--- src/rtl/regfile_wr_arbiter.sv ---
// Shares the register-file write port (WE3/A3/WD3) among N_REQ requesters, round-robin with locked bursts.
// Latency: a handshake in cycle t appears on WE3/A3/WD3/grant_id in cycle t+1; one write per cycle sustained.
// Backpressure: req_ready is one-hot-or-zero, combinational from req_valid and state; losers simply wait.
module regfile_wr_arbiter #(
  parameter int N_REQ     = 4,
  parameter int ADDR_W    = 3,
  parameter int DATA_W    = 8,
  parameter int MAX_BURST = 4
) (
  input  logic                       clk,
  input  logic                       reset,
  input  logic [N_REQ-1:0]           req_valid,
  input  logic [N_REQ-1:0]           req_lock,
  input  logic [N_REQ*ADDR_W-1:0]    req_addr,
  input  logic [N_REQ*DATA_W-1:0]    req_data,
  output logic [N_REQ-1:0]           req_ready,
  output logic                       WE3,
  output logic [ADDR_W-1:0]          A3,
  output logic [DATA_W-1:0]          WD3,
  output logic [$clog2(N_REQ)-1:0]   grant_id,
  output logic                       busy
);

  localparam int IDW = $clog2(N_REQ);
  localparam int CW  = $clog2(MAX_BURST + 1);

  typedef enum logic {ARB, LOCKED} state_t;

  state_t             state;
  logic [IDW-1:0]     rr_ptr;
  logic [IDW-1:0]     owner;
  logic [CW-1:0]      beat_cnt;

  logic [IDW-1:0]     win;
  logic               found;
  logic [IDW-1:0]     src;
  logic [IDW-1:0]     next_ptr;
  logic               xfer;
  logic               src_lock;
  logic [ADDR_W-1:0]  src_addr;
  logic [DATA_W-1:0]  src_data;

  // Round-robin scan starting at rr_ptr; first valid requester wins.
  always_comb begin
    win   = '0;
    found = 1'b0;
    for (int k = 0; k < N_REQ; k++) begin
      if (!found && req_valid[(int'(rr_ptr) + k) % N_REQ]) begin
        found = 1'b1;
        win   = IDW'((int'(rr_ptr) + k) % N_REQ);
      end
    end
  end

  always_comb begin
    req_ready = '0;
    if (!reset) begin
      if (state == LOCKED) req_ready[owner] = req_valid[owner];
      else                 req_ready[win]   = found;
    end
  end

  assign src      = (state == LOCKED) ? owner : win;
  assign next_ptr = (src == IDW'(N_REQ - 1)) ? '0 : src + IDW'(1);
  assign xfer     = |(req_valid & req_ready);
  assign src_lock = req_lock[src];
  assign src_addr = req_addr[src*ADDR_W +: ADDR_W];
  assign src_data = req_data[src*DATA_W +: DATA_W];
  assign busy     = (state == LOCKED);

  always_ff @(posedge clk) begin
    if (reset) begin
      state    <= ARB;
      rr_ptr   <= '0;
      owner    <= '0;
      beat_cnt <= '0;
      WE3      <= 1'b0;
      A3       <= '0;
      WD3      <= '0;
      grant_id <= '0;
    end else begin
      WE3 <= xfer;
      if (xfer) begin
        A3       <= src_addr;
        WD3      <= src_data;
        grant_id <= src;
      end
      case (state)
        ARB: begin
          if (xfer) begin
            if (src_lock && (MAX_BURST > 1)) begin
              owner    <= src;
              beat_cnt <= CW'(1);
              state    <= LOCKED;
            end else begin
              rr_ptr <= next_ptr;
            end
          end
        end
        LOCKED: begin
          // A non-transfer here means the owner dropped valid: release without granting.
          if (xfer && src_lock && (beat_cnt + CW'(1) != CW'(MAX_BURST))) begin
            beat_cnt <= beat_cnt + CW'(1);
          end else begin
            state    <= ARB;
            rr_ptr   <= next_ptr;
            beat_cnt <= '0;
          end
        end
        default: state <= ARB;
      endcase
    end
  end

endmodule

--- config.mk ---
export PLATFORM = sky130hd
export DESIGN_NAME = regfile_wr_arbiter
export DESIGN_NICKNAME = d
export VERILOG_FILES = /design/src/rtl/regfile_wr_arbiter.sv
export SDC_FILE = /design/constraint.sdc
export NUM_CORES = 1
export LEC_CHECK = 0
export BUFFER_PORTS_ARGS = -buffer_cell sky130_fd_sc_hd__buf_2
export CAP_MARGIN = 5
export CORE_ASPECT_RATIO = 1.75
export CORE_MARGIN = 2
export CORE_UTILIZATION = 32
export CTS_CLUSTER_DIAMETER = 40
export DETAILED_ROUTE_END_ITERATION = 12
export GPL_TIMING_DRIVEN = 0
export PLACE_DENSITY_LB_ADDON = 0.15
export SLEW_MARGIN = 10
export SYNTH_ARGS = -nofsm -noshare
export SYNTH_HDL_FRONTEND = slang
export SYNTH_SLANG_ARGS = --single-unit
--- constraint.sdc ---
create_clock -name clk -period 5.75 [get_ports clk]
set_clock_uncertainty 0.2 [all_clocks]
set_input_delay 0.2875 -clock clk [delete_from_list [all_inputs] [get_ports clk]]
set_output_delay 0.2875 -clock clk [all_outputs]
set_load 0.02 [all_outputs]
Yosys cells after proc, flatten, opt, wreduce, memory -nomap -nowiden
Cells that the tools add are included.
{"block": "totals", "regBits": 22, "latchBits": 0, "ramBits": 0, "romBits": 0, "elab_cells": 98, "mem_count": 0}
{"block": "op_classes", "addsub": 5, "mul": 1, "div_mod_pow": 0, "order_cmp": 9, "eq_ne": 6, "shift": 2, "n_mux": 43, "bitwise": 7, "n_reduce_logical": 17}
{"op": "$shiftx A32 B6 Y8", "count": 1}
{"op": "$mux W1", "count": 18}
{"op": "$mux W2", "count": 9}
{"op": "$and A4 B4 Y4", "count": 3}
{"op": "$bmux W1 S2", "count": 6}
{"op": "$lt A2 B3 Y1 const B", "count": 4}
{"op": "$lt A3 B4 Y1 const B", "count": 3}
{"op": "$shiftx A12 B5 Y3", "count": 1}
{"op": "$mux W3", "count": 3}
{"op": "$mux W4", "count": 2}
{"op": "$ne A2 B2 Y1 const B", "count": 4}
{"op": "$logic_and A1 B1 Y1", "count": 7}
{"op": "$pmux W3 S2", "count": 1}
{"op": "$reduce_and A3 Y1", "count": 2}
{"op": "$reduce_or A2 Y1", "count": 3}
{"op": "$add A2 B1 Y2 const B", "count": 2}
{"op": "$add A2 B2 Y2 const B", "count": 2}
{"op": "$demux W1 S2", "count": 2}
{"op": "$ge A2 B1 Y1 const B", "count": 2}
{"op": "$mul A2 B2 Y4 const B", "count": 1}
{"op": "$pmux W2 S2", "count": 1}
{"op": "$reduce_or A4 Y1", "count": 1}
{"op": "$add A3 B1 Y3 const B", "count": 1}
{"op": "$and A1 B1 Y1 const A", "count": 3}
{"op": "6 further kinds", "count": 8}

Depth between registers and ports, before layout
Gate-level depths: netlist of the first run.
{"block": "depth", "ltp_word": 27, "mapped_depth": 10, "ltp_nobuf": 8}

Worst setup path after synthesis of the first run
Ideal clock, no wire load.
{"block": "synth_path", "kind": "flip-flop to flip-flop", "from": "register state (netlist: busy)", "to": "register beat_cnt[2]", "setup_time_ns": 0.127, "arrival_time_ns": 2.480, "t_required_ns": 5.423, "path_slack_ns": 2.943, "path_stages_with_launch": 9, "path_cell_list": "dfxtp_1 > buf_2 > nor2_1 > o21ai_0 > nor4b_1 > or2_1 > o211ai_2 > and4b_1 > or3_1"}
{"block": "synth_via", "elab_chain_len": 8}
{"item": "from (decl)", "line_no": "29", "text": "state_t state;"}
{"item": "from (signal assigned)", "line_no": "73", "text": "state <= ARB;"}
{"item": "from (signal assigned)", "line_no": "94", "text": "state <= LOCKED;"}
{"item": "from (signal assigned)", "line_no": "105", "text": "state <= ARB;"}
{"item": "$mux W4 *", "line_no": "58", "text": "if (state == LOCKED) req_ready[owner] = req_valid[owner];"}
{"item": "$mux W4 *", "line_no": "57", "text": "if (!reset) begin"}
{"item": "named net req_ready[3]", "line_no": "16", "text": "output logic [N_REQ-1:0] req_ready,"}
{"item": "$and A4 B4 Y4 *", "line_no": "65", "text": "assign xfer = |(req_valid & req_ready);"}
{"item": "$reduce_or A4 Y1 *", "line_no": "65"}
{"item": "$logic_and A1 B1 Y1 (2 in series)", "line_no": "102", "text": "if (xfer && src_lock && (beat_cnt + CW'(1) != CW'(MAX_BURST))) begin"}
{"item": "$mux W3", "line_no": "102"}
{"item": "$pmux W3 S2", "line_no": "88", "text": "case (state)"}
{"item": "to (signal assigned)", "line_no": "103", "text": "beat_cnt <= beat_cnt + CW'(1);"}
{"item": "to (decl)", "line_no": "32", "text": "logic [CW-1:0] beat_cnt;"}
Mark *: on every way through the listed nets, which the timed path passes. The rest lies on a longest branch. The select of a mux whose other input is x is not followed.
A chain may end at the register's enable or synchronous reset.

Worst setup path in the final report of the first run
{"block": "layout_path", "from": "register rr_ptr[0]", "to": "register beat_cnt[2]"}
{"block": "layout_via", "elab_chain_len": 25}
{"item": "from (decl)", "line_no": "30", "text": "logic [IDW-1:0] rr_ptr;"}
{"item": "from (signal assigned)", "line_no": "96", "text": "rr_ptr <= next_ptr;"}
{"item": "from (signal assigned)", "line_no": "106", "text": "rr_ptr <= next_ptr;"}
{"item": "$add A2 B1 Y2 or $bmux W1 S2 (tied branches)", "line_no": "48, 50"}
{"item": "$bmux W1 S2 or $mux W1 (tied branches)", "line_no": "48", "text": "if (!found && req_valid[(int'(rr_ptr) + k) % N_REQ]) begin"}
{"item": "$mux W1 (not written as such)", "line_no": "48"}
{"item": "$mux W1 (not written as such) or $logic_not A1 Y1 (tied branches)", "line_no": "48"}
{"item": "$logic_and A1 B1 Y1", "line_no": "48"}
{"item": "$mux W1", "line_no": "48"}
{"item": "$logic_not A1 Y1", "line_no": "48"}
{"item": "$logic_and A1 B1 Y1", "line_no": "48"}
{"item": "(+8 left out)"}
{"item": "$and A4 B4 Y4 (no line)"}
{"item": "$mux W4", "line_no": "58"}
{"item": "$mux W4", "line_no": "57"}
{"item": "$and A4 B4 Y4", "line_no": "65"}
{"item": "$reduce_or A4 Y1", "line_no": "65"}
{"item": "$logic_and A1 B1 Y1 (2 in series)", "line_no": "102"}
{"item": "$mux W3", "line_no": "102"}
{"item": "$pmux W3 S2", "line_no": "88"}
Parallel ways exist; a longest one is shown, timed or not. The select of a mux whose other input is x is not followed.

==> reports/summary.txt, run 1 <==
Max-slew headroom: 56.0%
H-tree levels: 1
WL/cell: 14.4 um
Die Wd: 57.9 um
Synth warnings: 0
syn avg cell area: 8.02 sq um
synth top area cells: dfxtp_1 (27%), mux2_2 (8.3%), mux2i_1 (6.8%)
Clock Latency Late Sink: 0.26 ns
DRC viols: 0
DR pass1 iterations: 4
CP startpoint: rr_ptr[0]$_SDFFE_PP0P_
RePlAce Congestion: 0.854
worst vdd ir: 0.000226 V
static leakage power: 0.934 nW
I/O pins: 73
vias in the first global route: 1742
min Tclk post-route: 2.64 ns
setup tns final: 0 ns
count of final hold-check violations: 0
dpl hpwl: 3840 um
Post-Syn Area: 1630 sq um
row cnt: 34
Pwr per Cell Area: 473 nW/um^2
Crit Path Category: reg -> reg
final slew viol count: 0
CP startpoint kind: flop
status: finished clean
hold_ws: 0.255 ns
DIE AREA: 5700 sq um
Syn-to-layout area delta: 29.0%
total track usage: 16.8%
max_cap viols: 0
Antenna Nets Post-Route: 0
nets: 334
first-pass GRT wire length: 7670 um
part of the Yosys area used for sequential elements: 27.0%
CP required: 5.69 ns
TritonCTS sink count: 22
vias: 1767
Mapped Cells: 203
Tcrit/Tclk final: 45.9%
initial antenna violation count: 0
Starting Density: 33.0%
EDFF count, synth: 0
commonest non-fill, non-tap cell in the layout: buf_2
Worst Max-Slew Pin Slew: 0.654 ns
Fmax achieved: 0.379 GHz
pin count of the biggest net entering global routing: 13
hold buffers post-CTS: 0
CTS buffer count: 3
share of cells above drive strength 1: 38.3%
Reg-to-Reg Start: rr_ptr[0]$_SDFFE_PP0P_
CTS Root Cell: clkbuf_8
ANT cells: 0
unrepaired setup endpoints after global routing: no
TritonCTS clock tree: done
Gates resized, CTS repair: 0
number of synthesized register bits: 22
clock buffer depth: 2
Distinct cells, synth: 48
total grt overflow: 0
Post-CTS Repair Setup Buffers: 0
Critical Path End Type: flop
crit-path max FO: 6
Hold WC Path Type: reg -> reg
post-synthesis net count: 259
DIE HEIGHT: 98.4 um
Reg clk slew, reported paths: 0.08 ns
First DRT Iteration DRCs: 50
Most used DFF post-synth: dfxtp_1
drt total wl: 4770 um
Hold Path Origin: WD3[5]$_SDFFE_PP0P_
Worst EP arrival: 2.58 ns
Synth async-reset ratio: 0%
area leader, netlist: dfxtp_1
I/O Buffers: 70
leading cell types in the layout, fill and taps excluded: buf_2 (75), nand2_1 (29), dfxtp_1 (22)
Vias/cell: 5.34
Core Area: 4930 sq um
Yosys top cell area share: 27.0%
# setup viols final: 0
-- worst max-delay path, cell delays in order (launching register included) --
cell	delay [ns]
dfxtp_1	0.47
nor2b_2	0.10
a2111oi_2	0.62
or3_1	0.22
a211o_1	0.19
o211ai_2	0.13
and4b_1	0.24
or3_1	0.35
-- Yosys cell counts (2+ instances only) --
master and n:
clkbuf_1 6, or2_2 2, nor4b_1 3, mux2i_1 11, o31ai_1 2, nor3_1 6, ha_1 2, nor2b_1 3
dfxtp_1 22, buf_4 2, buf_6 2, nor2_1 11, a21oi_1 19, o21ai_0 4, nor2b_2 2, nand2_1 29
buf_2 5, a211o_1 3, or2_1 2, inv_1 4, nand3_1 2, nor4_1 2, and2_1 3, or3_1 5
a31oi_1 2, o211ai_1 13, o22ai_1 4, mux2_2 12
-- state kept, by name, indices dropped and copies added (netlist names) --
signal    flops
busy          1
WE3           1
rr_ptr        2
owner         2
WD3           8
A3            3
grant_id      2
beat_cnt      3
-- layer usage --
metal | GRT usage, % | vias to the layer above | wire [um]
li1 | - | 888 | -
met1 | 17.5 | 803 | 1830
met2 | 32.6 | 69 | 2620
met3 | 1.46 | 7 | 225
met4 | 6.62 | 0 | 87
met5 | 0 | - | 0
-- metrics by stage --
stage	area (sq um)	worst slack, ns	util [%]	power (mW)	instances
finish	2100	3.11	42.6	0.994	331
global route	2100	2.91	42.6	1.08	331
CTS	2100	3.12	42.6	1.01	331
detailed placement	2050	3.09	41.5	0.894	327
global placement	2050	3.09	41.5	0.891	327
floorplan	1630	2.94	-	0.720	203
-- report_power, final --
group          switching [mW]  internal (mW)
registers              0.0338          0.210
clock network          0.0493         0.0609
logic                   0.375          0.265
-- final timing paths --
kind                              endpoint  slack, ns  depth (start not counted)
setup / recovery  beat_cnt[2]$_SDFFE_PP0P_       3.11                          7
hold / removal         WD3[5]$_SDFFE_PP0P_       0.26                          2
setup reg to reg  beat_cnt[2]$_SDFFE_PP0P_       3.11                          7
hold reg to reg        WD3[5]$_SDFFE_PP0P_       0.26                          2
-- cells by family after synthesis --
kind of cell / count (synthesis) / share of synthesized area, %
AO/OA/AOI/OAI: 56 / 23.7
multiplexers: 24 / 15.7
buffers and inverters: 20 / 6.37
adder cells (fa/ha/maj): 2 / 1.54
flip-flops: 22 / 27.0
AND/OR/NAND/NOR: 77 / 24.5
XOR/XNOR: 2 / 1.08
-- final cells by class --
cell class                 instances  area, sq um
inverter                           5         18.8
buffer                            15         85.1
fill                             546         2830
multi-input combinational        161         1080
tap                               54         67.6
clock buffer                       4         55.1
timing repair buffer              70          350
sequential                        22          440
Power figures use the tool's default switching activity.
==> run 2: changes to the inputs <==
==> constraint.sdc (replaced) <==
create_clock -name clk -period 2.7 [get_ports clk]
set_clock_uncertainty 0.2 [all_clocks]
set_input_delay 0.135 -clock clk [delete_from_list [all_inputs] [get_ports clk]]
set_output_delay 0.135 -clock clk [all_outputs]
set_load 0.02 [all_outputs]
==> run 2 against run 1 <==
Against the previous run:
- cell count stayed put
- register-to-register slack got worse by 3.0 ns
- setup slack lost 3.0 ns
- largest power group unchanged
- clock-buffer cell count did not move
- clock power grew 120%
- global-route usage grew 0.69 points
- critical path type unchanged
- highest routed layer unchanged
- routed wire length fell by 0.27%
==> reports/summary.txt, run 2 (synthesis gave the netlist of run 1 again) <==
post-route insts no fill: 331 (unchanged)
Syn-to-layout area delta: 30.5%
dpl hpwl: 3820 um (-0.49%)
DIE AREA: 5700 sq um (unchanged)
I/O pins: 73 (unchanged)
Hold WC Path Type: in -> reg
CP startpoint kind: flop
Largest register FFs: 8 (unchanged)
Hold Path Origin: req_addr[11]
H-tree levels: 1 (unchanged)
unrepaired setup endpoints after global routing: no
Antenna Nets Post-Route: 0 (unchanged)
CTS Root Cell: clkbuf_8
Clock power frac: 11.1% (about the same)
Worst EP arrival: 2.51 ns (-0.07 ns)
ANT cells: 0 (unchanged)
commonest non-fill, non-tap cell in the layout: buf_2
worst vdd ir: 0.000530 V (+130%)
Core Area: 4930 sq um (unchanged)
total grt overflow: 0 (unchanged)
first-pass GRT wire length: 7890 um (+2.8%)
worst hold path endpoint: A3[2]$_SDFFE_PP0P_
Internal Power: 1.15 mW (+110%)
Max-slew headroom: 60.5% (+4.5 points)
Crit Path Category: reg -> reg
WL/cell: 14.4 um (-0.27%)
Die Wd: 57.9 um (unchanged)
dpl cells: 327 (unchanged)
total track usage: 17.4% (+0.69 points)
Critical Path End Type: flop
setup tns final: 0 ns (unchanged)
initial antenna violation count: 0 (unchanged)
Reg-to-Reg Start: rr_ptr[1]$_SDFFE_PP0P_
TritonCTS clock tree: done
final slew viol count: 0 (unchanged)
DIE HEIGHT: 98.4 um (unchanged)
CTS buffer count: 3 (unchanged)
nets: 334 (unchanged)
Clock Latency Late Sink: 0.26 ns (about the same)
Vias/cell: 5.22 (-2.2%)
leading cell types in the layout, fill and taps excluded: buf_2 (75), nand2_1 (29), dfxtp_1 (22)
Finished Cell Area: 2130 sq um (+1.1%)
vias in the first global route: 1798 (+3.2%)
status: finished clean
Reg clk slew, reported paths: 0.08 ns (about the same)
Starting Density: 33.0% (unchanged)
FF-to-FF path depth: 9 (+2)
Placement Cell Area: 2050 sq um (+0.31%)
DR pass1 iterations: 4 (unchanged)
Worst Max-Slew Pin Slew: 0.588 ns (-0.0667 ns)
vias: 1729 (-2.2%)
static leakage power: 0.937 nW (+0.27%)
share of cells above drive strength 1: 39.7% (+1.4 points)
min Tclk post-route: 2.56 ns (-0.0830 ns)
Comb pwr share: 64.7% (+0.3 points)
Largest regs: WD3 x8, A3 x3, beat_cnt x3
First DRT Iteration DRCs: 85 (+70%)
TritonCTS sink count: 22 (unchanged)
Sequential Power Share: 24.2% (-0.3 points)
I/O Buffers: 70 (unchanged)
R2R setup slack: 0.14 ns (-2.97 ns)
Fmax achieved: 0.391 GHz (+3.2%)
max_cap viols: 0 (unchanged)
crit-path max FO: 10 (+4)
Post-CTS Repair Setup Buffers: 0 (unchanged)
drt total wl: 4750 um (-0.27%)
DRC viols: 0 (unchanged)
Most flops, register: WD3
fill cell count: 536 (-1.8%)
Hold Path Stages: 5 (+3)
clock buffer depth: 2 (unchanged)
row cnt: 34 (unchanged)
P_sw: 1.00 mW (+120%)
# setup viols final: 0 (unchanged)
RePlAce Congestion: 0.866 (+1.4%)
reg2reg end: beat_cnt[2]$_SDFFE_PP0P_
Pwr per Cell Area: 1010 nW/um^2 (+110%)
Sw Ratio: 46.6% (+0.58 points)
CP required: 2.65 ns (-3.04 ns)
pin count of the biggest net entering global routing: 13 (unchanged)
count of final hold-check violations: 0 (unchanged)
Tcrit/Tclk final: 94.8% (+49 points)
## run 2: cell counts in the layout (fill, tap and decap cells not counted)
Identical to the previous run, type by type.
## run 2: power groups by stage
| stage | Combinational [mW] | Sequential (mW) | Clock, mW |
|---|---|---|---|
| 2_1_floorplan | 0.907 | 0.630 | 0 |
| 3_3_place_gp | 1.39 | 0.524 | 0 |
| 3_5_place_dp | 1.39 | 0.526 | 0 |
| 4_1_cts | 1.40 | 0.520 | 0.241 |
| 5_1_grt | 1.54 | 0.538 | 0.260 |
| 6_report | 1.39 | 0.520 | 0.239 |
## run 2: metal layers
layer	wire length [um]	GRT usage [%]	share of wire, %
met4	77	6.44	1.6
met3	222	2.52	4.7
met2	2630	33.0	55
met1	1830	18.6	38
met5	0	0	0
## run 2: repair_timing
item | 4_1_cts | 5_1_grt
setup endpoints to repair | 0 | 14
hold buffers | 0 | 0
gates resized for setup | 0 | 4
## run 2: metrics by stage
| step | hold slack [ns] | util (%) | worst slack, ns | total power [mW] |
|---|---|---|---|---|
| 2_1_floorplan | 0.210 | - | 0.254 | 1.54 |
| 3_3_place_gp | 0.238 | 41.6 | 0.0837 | 1.91 |
| 3_5_place_dp | 0.244 | 41.6 | 0.0953 | 1.92 |
| 4_1_cts | 0.108 | 42.7 | 0.0813 | 2.16 |
| 5_1_grt | 0.108 | 43.1 | 0.0121 | 2.34 |
| 6_report | 0.102 | 43.1 | 0.142 | 2.15 |
## run 2: how the worst max path moves through the flow
stage / start / endpoint / slack [ns] / depth (start not counted)
floorplan: busy$_SDFF_PP0_ / beat_cnt[2]$_SDFFE_PP0P_ / 0.25 / 8
global placement: busy$_SDFF_PP0_ / beat_cnt[1]$_SDFFE_PP0P_ / 0.08 / 9
detailed placement: busy$_SDFF_PP0_ / beat_cnt[2]$_SDFFE_PP0P_ / 0.1 / 9
CTS: busy$_SDFF_PP0_ / beat_cnt[2]$_SDFFE_PP0P_ / 0.08 / 9
global route: rr_ptr[1]$_SDFFE_PP0P_ / beat_cnt[1]$_SDFFE_PP0P_ / 0.01 / 9
finish: rr_ptr[1]$_SDFFE_PP0P_ / beat_cnt[2]$_SDFFE_PP0P_ / 0.14 / 9
## run 2: final cells by class
cell class              count  area (sq um)  share of cell area, %
plain buffers              15          85.1                   4.00
clock buffers               4          55.1                   2.59
inverters                   5          18.8                  0.883
multi-input cells         161          1110                   52.1
flip-flops and latches     22           440                   20.7
well taps                  54          67.6                   3.18
repair buffers             70           350                   16.5
## run 2: worst max-delay path, stage by stage (launching register included)
cell and delay [ns]:
dfxtp_1 0.31, buf_4 0.16, or2_1 0.20, o21ba_2 0.21, or3_1 0.33, a211o_1 0.35
o211ai_2 0.12, buf_6 0.16, nor4_1 0.05, or3_1 0.36
==> run 3: changes to the inputs <==
--- a/config.mk
+++ b/config.mk
@@ -7,11 +7,14 @@
 export LEC_CHECK = 0
 export BUFFER_PORTS_ARGS = -buffer_cell sky130_fd_sc_hd__buf_2
 export CAP_MARGIN = 5
+export CELL_PAD_IN_SITES_DETAIL_PLACEMENT = 0
+export CELL_PAD_IN_SITES_GLOBAL_PLACEMENT = 1
 export CORE_ASPECT_RATIO = 1.75
 export CORE_MARGIN = 2
 export CORE_UTILIZATION = 32
 export CTS_CLUSTER_DIAMETER = 40
 export DETAILED_ROUTE_END_ITERATION = 12
+export GPL_ROUTABILITY_DRIVEN = 0
 export GPL_TIMING_DRIVEN = 0
 export PLACE_DENSITY_LB_ADDON = 0.15
 export SLEW_MARGIN = 10
==> run 3 against run 2 <==
Against the previous run:
- routed wire length rose by 3.1%
- clock power barely moved
- clock-buffer cell count did not move
- sequential cell count did not move
- die area did not move
- register-to-register slack barely moved
- via count rose by 1.3%
- critical path depth did not move
- worst hold slack improved by 0.0026 ns
- global-route usage rose by 0.56 points
==> reports/summary.txt, run 3 (synthesis gave the netlist of run 1 again) <==
H-tree levels: 1 (unchanged)
WL/cell: 14.8 um (+3.1%)
Internal Power: 1.15 mW (unchanged)
Max-slew headroom: 62.2% (+1.6 points)
CP required: 2.65 ns (about the same)
count of final hold-check violations: 0 (unchanged)
CP startpoint kind: flop
Power Total: 2.15 mW (-0.39%)
vias in the first global route: 1741 (-3.2%)
drt total wl: 4900 um (+3.1%)
Syn-to-layout area delta: 30.5% (unchanged)
DIE AREA: 5700 sq um (unchanged)
Pwr per Cell Area: 1010 nW/um^2 (-0.39%)
static leakage power: 0.937 nW (unchanged)
TritonCTS sink count: 22 (unchanged)
Antenna Nets Post-Route: 0 (unchanged)
commonest non-fill, non-tap cell in the layout: buf_2
WP buf/inv: 2 (unchanged)
pin count of the biggest net entering global routing: 13 (unchanged)
Reg-to-Reg Start: rr_ptr[1]$_SDFFE_PP0P_
worst vdd ir: 0.000429 V (-19%)
DRC viols: 0 (unchanged)
Placement Cell Area: 2050 sq um (unchanged)
Finished Cell Area: 2130 sq um (unchanged)
Worst Max-Slew Pin Slew: 0.563 ns (-0.0244 ns)
vias: 1751 (+1.3%)
total track usage: 18.0% (+0.56 points)
I/O Buffers: 70 (unchanged)
Clock power frac: 11.1% (about the same)
Worst EP arrival: 2.51 ns (about the same)
row cnt: 34 (unchanged)
initial antenna violation count: 0 (unchanged)
ANT cells: 0 (unchanged)
Reg clk slew, reported paths: 0.08 ns (about the same)
max_cap viols: 0 (unchanged)
Die Wd: 57.9 um (unchanged)
Most flops, register: WD3
final slew viol count: 0 (unchanged)
dpl cells: 327 (unchanged)
Fmax achieved: 0.391 GHz (about the same)
CP Cell Sequence: buf_4 > or2_1 > o21ba_2 > or3_1 > a211o_1 > o211ai_2 > buf_6 > nor4_1 > or3_1
status: finished clean
nets: 334 (unchanged)
dpl hpwl: 3910 um (+2.2%)
CP max stage delay: 0.36 ns (about the same)
I/O pins: 73 (unchanged)
Hold Path Origin: req_valid[1]
CTS buffer count: 3 (unchanged)
First DRT Iteration DRCs: 71 (-16%)
Hold WC Path Type: in -> reg
CTS Root Cell: clkbuf_8
delay-heaviest family, CP: simple AND/OR/NAND/NOR gates
Tcrit/Tclk final: 94.8% (about the same)
Core Area: 4930 sq um (unchanged)
Post-CTS Repair Setup Buffers: 0 (unchanged)
Critical Path End Type: flop
share of cells above drive strength 1: 39.7% (unchanged)
DR pass1 iterations: 4 (unchanged)
leading cell types in the layout, fill and taps excluded: buf_2 (75), nand2_1 (29), dfxtp_1 (22)
Largest regs: WD3 x8, A3 x3, beat_cnt x3
setup tns final: 0 ns (unchanged)
hold buffers post-CTS: 0 (unchanged)
unrepaired setup endpoints after global routing: no
Clock Latency Late Sink: 0.26 ns (about the same)
Largest register FFs: 8 (unchanged)
first-pass GRT wire length: 8140 um (+3.2%)
CP startpoint: rr_ptr[1]$_SDFFE_PP0P_
Vias/cell: 5.29 (+1.3%)
Sw Ratio: 46.4% (-0.21 points)
Starting Density: 33.0% (unchanged)
min Tclk post-route: 2.56 ns (+0.00103 ns)
# setup viols final: 0 (unchanged)
Most Frequent Cell on Critical Path: or3_1
clock buffer depth: 2 (unchanged)
TritonCTS clock tree: done
Crit Path Category: reg -> reg
Comb pwr share: 64.7% (about the same)
DIE HEIGHT: 98.4 um (unchanged)
crit-path max FO: 10 (unchanged)
P_sw: 0.996 mW (-0.83%)
Sequential Power Share: 24.2% (about the same)
worst-path cell with the longest stage delay: or3_1
total grt overflow: 0 (unchanged)
post-route insts no fill: 331 (unchanged)
-- run 3: cell counts in the layout (fill, tap and decap cells not counted) --
No cell type changed its count.
-- run 3: final cells by class --
type                       instances  area (sq um)
inverter                           5          18.8
timing repair buffer              70           350
multi-input combinational        161          1110
clock buffer                       4          55.1
fill                             544          2810
tap                               54          67.6
buffer                            15          85.1
sequential                        22           440
-- run 3: power by group through the flow --
| stage | logic (mW) | registers (mW) | clock network [mW] |
|---|---|---|---|
| global placement | 1.39 | 0.524 | 0 |
| CTS | 1.40 | 0.519 | 0.247 |
| global route | 1.54 | 0.535 | 0.266 |
| finish | 1.39 | 0.520 | 0.237 |
| floorplan | 0.907 | 0.630 | 0 |
| detailed placement | 1.39 | 0.525 | 0 |
-- run 3: path summary, 6_finish.rpt --
path	slack [ns]	depth (start not counted)	endpoint
setup / recovery	0.14	9	beat_cnt[2]$_SDFFE_PP0P_
hold / removal	0.11	4	owner[1]$_SDFFE_PP0P_
setup reg to reg	0.14	9	beat_cnt[2]$_SDFFE_PP0P_
hold reg to reg	0.25	2	WD3[2]$_SDFFE_PP0P_
-- run 3: per-stage QoR --
stage	utilization, %	worst slack (ns)	hold slack [ns]
global placement	41.6	0.117	0.236
floorplan	-	0.254	0.210
global route	43.1	0.0298	0.117
CTS	42.7	0.0767	0.0963
finish	43.1	0.141	0.105
detailed placement	41.6	0.0920	0.240
-- run 3: what timing repair did --
item	CTS	global route
hold endpoints to repair	0	0
endpoints found under the setup margin	0	14
resized for setup	0	4
-- run 3: tightest hold or removal path, cell delays in order --
cell      delay, ns
buf_4          0.15
o21bai_1       0.10
nand2_1        0.08
o31ai_1        0.06
-- run 3: metal layers --
metal / vias up / GRT usage [%] / share of wire (%)
li1: 889 / - / -
met1: 796 / 19.5 / 37
met2: 60 / 34.5 / 56
met3: 6 / 1.72 / 5.0
met4: 0 / 6.26 / 1.4
met5: - / 0 / 0
